--- config.mk ---
export PLATFORM = sky130hd
export DESIGN_NAME = param_fifo_flat
export DESIGN_NICKNAME = d
export VERILOG_FILES = /design/src/rtl/param_fifo_if.sv /design/src/rtl/param_fifo.sv /design/src/flat_wrapper.sv
export SDC_FILE = /design/constraint.sdc
export NUM_CORES = 1
export LEC_CHECK = 0
export ABC_AREA = 1
export CORE_MARGIN = 1.5
export CORE_UTILIZATION = 54
export DETAILED_ROUTE_END_ITERATION = 8
export HOLD_SLACK_MARGIN = 0.03
export PLACE_DENSITY = 0.82
export SLEW_MARGIN = 20
export SYNTH_ARGS = -nofsm -noshare
export SYNTH_HDL_FRONTEND = slang
export SYNTH_SLANG_ARGS = --single-unit
--- constraint.sdc ---
create_clock -name clk -period 2.4 [get_ports clk]
set_clock_uncertainty 0.15 [all_clocks]
set_input_delay 0.36 -clock clk [delete_from_list [all_inputs] [get_ports clk]]
set_output_delay 0.36 -clock clk [all_outputs]
set_load 0.1 [all_outputs]
--- src/rtl/param_fifo_if.sv ---
// param_fifo_if: bundles the FIFO request/data/status signals.
//   master modport: drives read/write/inputBus, observes data and status.
//   slave modport : the FIFO side, consumes requests and drives data and status.
//   read, write  : single-cycle pop/push request strobes
//   inputBus     : write data
//   outputBus    : read data
//   empty, full, almost_empty, almost_full, count : occupancy status
//   overflow, underflow : sticky error flags
interface param_fifo_if #(
  parameter int unsigned DEPTH = 4,
  parameter int unsigned WIDTH = 8
) ();
  localparam int unsigned CntW = $clog2(DEPTH + 1);

  logic            read;
  logic            write;
  logic [WIDTH-1:0] inputBus;
  logic [WIDTH-1:0] outputBus;
  logic            empty;
  logic            full;
  logic            almost_empty;
  logic            almost_full;
  logic [CntW-1:0] count;
  logic            overflow;
  logic            underflow;

  modport master (
    output read, write, inputBus,
    input  outputBus, empty, full, almost_empty, almost_full, count, overflow, underflow
  );

  modport slave (
    input  read, write, inputBus,
    output outputBus, empty, full, almost_empty, almost_full, count, overflow, underflow
  );
endinterface

--- src/rtl/param_fifo.sv ---
// param_fifo: parametrised synchronous FIFO with arbitrary depth, occupancy count,
// almost-full/almost-empty thresholds and sticky overflow/underflow flags.
// Ports:
//   clk   : single clock, all state updates on posedge
//   reset : synchronous, active-low; clears pointers, count, output and flags
//   bus   : param_fifo_if.slave (read/write/inputBus in, data and status out)
// Configuration macro PARAM_FIFO_FWFT_EN:
//   defined   -> first-word-fall-through, outputBus shows the head word combinationally
//   undefined -> registered read, outputBus loads the popped word at the popping edge
module param_fifo #(
  parameter int unsigned DEPTH    = 4,
  parameter int unsigned WIDTH    = 8,
  parameter int unsigned AF_LEVEL = DEPTH - 1,
  parameter int unsigned AE_LEVEL = 1
) (
  input logic         clk,
  input logic         reset,
  param_fifo_if.slave bus
);

  localparam int unsigned PtrW = (DEPTH > 1) ? $clog2(DEPTH) : 1;
  localparam int unsigned CntW = $clog2(DEPTH + 1);

  localparam logic [CntW-1:0] CntFull = CntW'(DEPTH);
  localparam logic [CntW-1:0] AfLvl   = CntW'(AF_LEVEL);
  localparam logic [CntW-1:0] AeLvl   = CntW'(AE_LEVEL);
  localparam logic [PtrW-1:0] PtrLast = PtrW'(DEPTH - 1);

  logic [WIDTH-1:0] mem_q [DEPTH];

  logic [PtrW-1:0] wr_ptr_q, wr_ptr_d;
  logic [PtrW-1:0] rd_ptr_q, rd_ptr_d;
  logic [CntW-1:0] count_q, count_d;
  logic            ovf_q, ovf_d;
  logic            udf_q, udf_d;
  logic            pop_ok, push_ok;
  logic            empty;

  // Explicit wrap so non-power-of-2 depths work.
  function automatic logic [PtrW-1:0] ptr_inc(input logic [PtrW-1:0] p);
    return (p == PtrLast) ? '0 : p + PtrW'(1);
  endfunction

  assign empty = (count_q == '0);

  always_comb begin
    pop_ok  = bus.read & ~empty;
    // A full FIFO still accepts a push when the same edge frees a slot.
    push_ok = bus.write & ((count_q != CntFull) | pop_ok);

    wr_ptr_d = push_ok ? ptr_inc(wr_ptr_q) : wr_ptr_q;
    rd_ptr_d = pop_ok  ? ptr_inc(rd_ptr_q) : rd_ptr_q;

    count_d = count_q;
    unique case ({push_ok, pop_ok})
      2'b10:   count_d = count_q + CntW'(1);
      2'b01:   count_d = count_q - CntW'(1);
      default: count_d = count_q;
    endcase

    ovf_d = ovf_q | (bus.write & ~push_ok);
    udf_d = udf_q | (bus.read & ~pop_ok);
  end

  always_ff @(posedge clk) begin
    if (!reset) begin
      wr_ptr_q <= '0;
      rd_ptr_q <= '0;
      count_q  <= '0;
      ovf_q    <= 1'b0;
      udf_q    <= 1'b0;
    end else begin
      wr_ptr_q <= wr_ptr_d;
      rd_ptr_q <= rd_ptr_d;
      count_q  <= count_d;
      ovf_q    <= ovf_d;
      udf_q    <= udf_d;
    end
  end

  // Storage is never cleared; reset only discards it by rewinding the pointers.
  always_ff @(posedge clk) begin
    if (reset && push_ok) begin
      mem_q[wr_ptr_q] <= bus.inputBus;
    end
  end

`ifdef PARAM_FIFO_FWFT_EN
  assign bus.outputBus = empty ? '0 : mem_q[rd_ptr_q];
`else
  logic [WIDTH-1:0] dout_q, dout_d;

  // Holds the last popped word, including across rejected pops.
  always_comb begin
    dout_d = dout_q;
    if (pop_ok) begin
      dout_d = mem_q[rd_ptr_q];
    end
  end

  always_ff @(posedge clk) begin
    if (!reset) begin
      dout_q <= '0;
    end else begin
      dout_q <= dout_d;
    end
  end

  assign bus.outputBus = dout_q;
`endif

  assign bus.empty        = empty;
  assign bus.full         = (count_q == CntFull);
  assign bus.almost_empty = (count_q <= AeLvl);
  assign bus.almost_full  = (count_q >= AfLvl);
  assign bus.count        = count_q;
  assign bus.overflow     = ovf_q;
  assign bus.underflow    = udf_q;

endmodule

--- src/flat_wrapper.sv ---
// flat-port wrapper written by rule: the top's interface ports become plain ports
module param_fifo_flat 
#(
  parameter int unsigned DEPTH    = 4,
  parameter int unsigned WIDTH    = 8,
  parameter int unsigned AF_LEVEL = DEPTH - 1,
  parameter int unsigned AE_LEVEL = 1
)
  (clk, reset, bus_read, bus_write, bus_inputBus, bus_outputBus, bus_empty, bus_full, bus_almost_empty, bus_almost_full, bus_count, bus_overflow, bus_underflow);
  param_fifo_if #(.DEPTH(DEPTH), .WIDTH(WIDTH)) bus_i ();
  input logic clk;
  input logic reset;
  input wire logic [$bits(bus_i.read)-1:0] bus_read;
  input wire logic [$bits(bus_i.write)-1:0] bus_write;
  input wire logic [$bits(bus_i.inputBus)-1:0] bus_inputBus;
  output wire logic [$bits(bus_i.outputBus)-1:0] bus_outputBus;
  output wire logic [$bits(bus_i.empty)-1:0] bus_empty;
  output wire logic [$bits(bus_i.full)-1:0] bus_full;
  output wire logic [$bits(bus_i.almost_empty)-1:0] bus_almost_empty;
  output wire logic [$bits(bus_i.almost_full)-1:0] bus_almost_full;
  output wire logic [$bits(bus_i.count)-1:0] bus_count;
  output wire logic [$bits(bus_i.overflow)-1:0] bus_overflow;
  output wire logic [$bits(bus_i.underflow)-1:0] bus_underflow;
  assign bus_i.read = bus_read;
  assign bus_i.write = bus_write;
  assign bus_i.inputBus = bus_inputBus;
  assign bus_outputBus = bus_i.outputBus;
  assign bus_empty = bus_i.empty;
  assign bus_full = bus_i.full;
  assign bus_almost_empty = bus_i.almost_empty;
  assign bus_almost_full = bus_i.almost_full;
  assign bus_count = bus_i.count;
  assign bus_overflow = bus_i.overflow;
  assign bus_underflow = bus_i.underflow;
  param_fifo #(.DEPTH(DEPTH), .WIDTH(WIDTH), .AF_LEVEL(AF_LEVEL), .AE_LEVEL(AE_LEVEL)) u_core (.clk(clk), .reset(reset), .bus(bus_i));
endmodule
==> metrics.cfg <==
[status]
status=completed

[die]
io_pins=29
die_area_sq_um=4510
coreArea_sq_um=3970
num_rows=23
start_util=0.560
fp.dieH_um=67.2
die_x_um=67.2

[sta]
finalHoldViolations=0
finalCritPeriodShare=0.870
slew_headroom=0.703
period_needed_ns=2.09
rsz0062_at_grt=false
slew_viol_final=0
setup_tns_ns=0
worst_slew_pin_slew_ns=0.445
fmax_mhz=479
hold_slack_ns=0.305
setup_violations=0

[cells_and_area]
layoutNonFillerInstCount=309
antenna_cells=0
area_growth_pct=19.0
final_layout_size_suffix_gt1_frac=0.220
final_nets=281
design_area_sq_um=2650

[detailed_routing]
drc=0
vias_per_cell=4.96
routed_wl_um=3840
antenna_left=0
routedWlPerCell_um=12.4
detail_route.iter0.violations=81
dr.pass1.iters=4
vias=1533

[cts]
clock_sinks=49
cts_hold_buf=0
cts_setup_buffers=0
cts_buffers=5
ctsResizeCount=0
clk_pin_slew_ns=0.09
tritoncts=yes
cts_root_buffer=clkbuf_8
max-clock-path-buffers=2
cts.htree.levels=2
clk_latency_ns=0.31

[grt]
gr-total-overflow=0
antenna_found_initial=0
grt_pass1_wl_um=6330
grt_use_total=0.194
grt_start_max_net_pins=17
first_global_vias=1449

[yosys]
synth-simple-area-share=0.192
ys_ff_latch=49
syn-num-nets=247
synth_cells=224
ys_types=22
synth_seq_area_share=0.585
syn_area_per_cell_sq_um=9.93
synth_top_family_by_area=simple AND/OR/NAND/NOR gates
synth-adder-area-share=0.0619
muxShareOfSynthArea=0
synth_compound_area_frac=0.0687
syn-cell-area_sq_um=2220
synth-xor-area-share=0.00394
yosysWarnings=0

[setup_path]
start_kind=register
crit_type=register to register
cp-end-kind=register
cp.required_ns=2.21
critPathMaxFanout=8
critical_path_arrival_ns=1.89

[hold_path]
worstHoldPathType=register to register

[placement]
io_buffers=28
hpwl_um=2700
dp.cells=301
place_congestion=0.804
placed_cell_area_sq_um=2560

[job]
drv_cap=0

-- through the flow --
step,worst slack (ns),utilization
2_1_floorplan,-0.122,-
3_3_place_gp,0.200,0.644
3_5_place_dp,0.160,0.644
4_1_cts,0.302,0.666
5_1_grt,0.196,0.666
6_report,0.312,0.666
-- path summary, 6_finish.rpt --
check / from / to / slack (ns) / cells past startpoint
hold / removal: u_core.bus.overflow$_SDFF_PN0_ / u_core.bus.overflow$_SDFF_PN0_ / 0.30 / 2
setup / recovery: u_core.bus.count[0]$_SDFFE_PN0P_ / u_core.mem_q[1][7]$_DFFE_PP_ / 0.31 / 7
hold reg to reg: u_core.bus.overflow$_SDFF_PN0_ / u_core.bus.overflow$_SDFF_PN0_ / 0.30 / 2
setup reg to reg: u_core.bus.count[0]$_SDFFE_PN0P_ / u_core.mem_q[1][7]$_DFFE_PP_ / 0.31 / 7
-- layout make-up --
| cell class | count | area, sq um |
|---|---|---|
| timing repair buffer | 35 | 328 |
| tap | 50 | 62.6 |
| fill | 307 | 1330 |
| inverter | 31 | 120 |
| multi-input combinational | 136 | 738 |
| clock buffer | 6 | 72.6 |
| sequential | 49 | 1310 |
| clock inverter | 2 | 13.8 |
-- cells in the mapped netlist --
library cell  instances  area share
inv_1                27       0.046
clkinv_2              1      0.0022
buf_2                 2      0.0045
o21ai_0               4      0.0090
a21oi_1               9       0.020
edfxtp_1             32        0.43
a21oi_2               8       0.032
nor2_1               15       0.025
o21ai_1               2      0.0045
xor2_1                1      0.0039
ha_1                 11       0.062
inv_4                 1      0.0028
nand2_4               2       0.010
nand2_2               5       0.014
nand3_1              20       0.045
dfxtp_1              17        0.15
buf_4                 3       0.010
inv_2                 2      0.0034
buf_12                1      0.0090
nand2_1              58       0.098
buf_6                 2       0.010
o21a_1                1      0.0034
-- worst max-delay path, stage by stage (launching register included) --
cell and delay [ns]:
dfxtp_4 0.37, inv_1 0.10, ha_1 0.26, nand2_1 0.09, inv_2 0.06, a21oi_1 0.18, nand2_1 0.15, nor2_2 0.38
-- flip-flops by register name, summed over array words and instances (netlist names) --
signal / cells
u_core.bus.underflow: 1
u_core.bus.overflow: 1
u_core.wr_ptr_q: 2
u_core.bus.count: 3
u_core.rd_ptr_q: 2
u_core.mem_q: 32
u_core.bus.outputBus: 8
-- cells in the final DEF, fill, tap and decap left out, types with 9 or more instances in the layout --
master,count
a21oi_1,9
buf_4,21
clkdlybuf4s50_1,11
dfxtp_1,14
edfxtp_1,32
ha_1,11
inv_1,27
nand2_1,58
nand3_1,20
nor2_1,12
-- cells by family after synthesis --
family | after synthesis
adder cells (fa/ha/maj) | 11
AO/OA/AOI/OAI | 24
XOR/XNOR | 1
flip-flops | 49
buffers and inverters | 39
AND/OR/NAND/NOR | 100
-- layer usage --
| metal | wire, um | track usage | vias to the layer above |
|---|---|---|---|
| met2 | 1970 | 0.335 | 37 |
| met4 | 61 | 0.0765 | 0 |
| met5 | 0 | 0 | - |
| met1 | 1670 | 0.227 | 700 |
| met3 | 135 | 0.0550 | 7 |
| li1 | - | - | 789 |
Power is not shown: default switching activity piles up to over one toggle a cycle in this logic, so the estimate is an artifact.
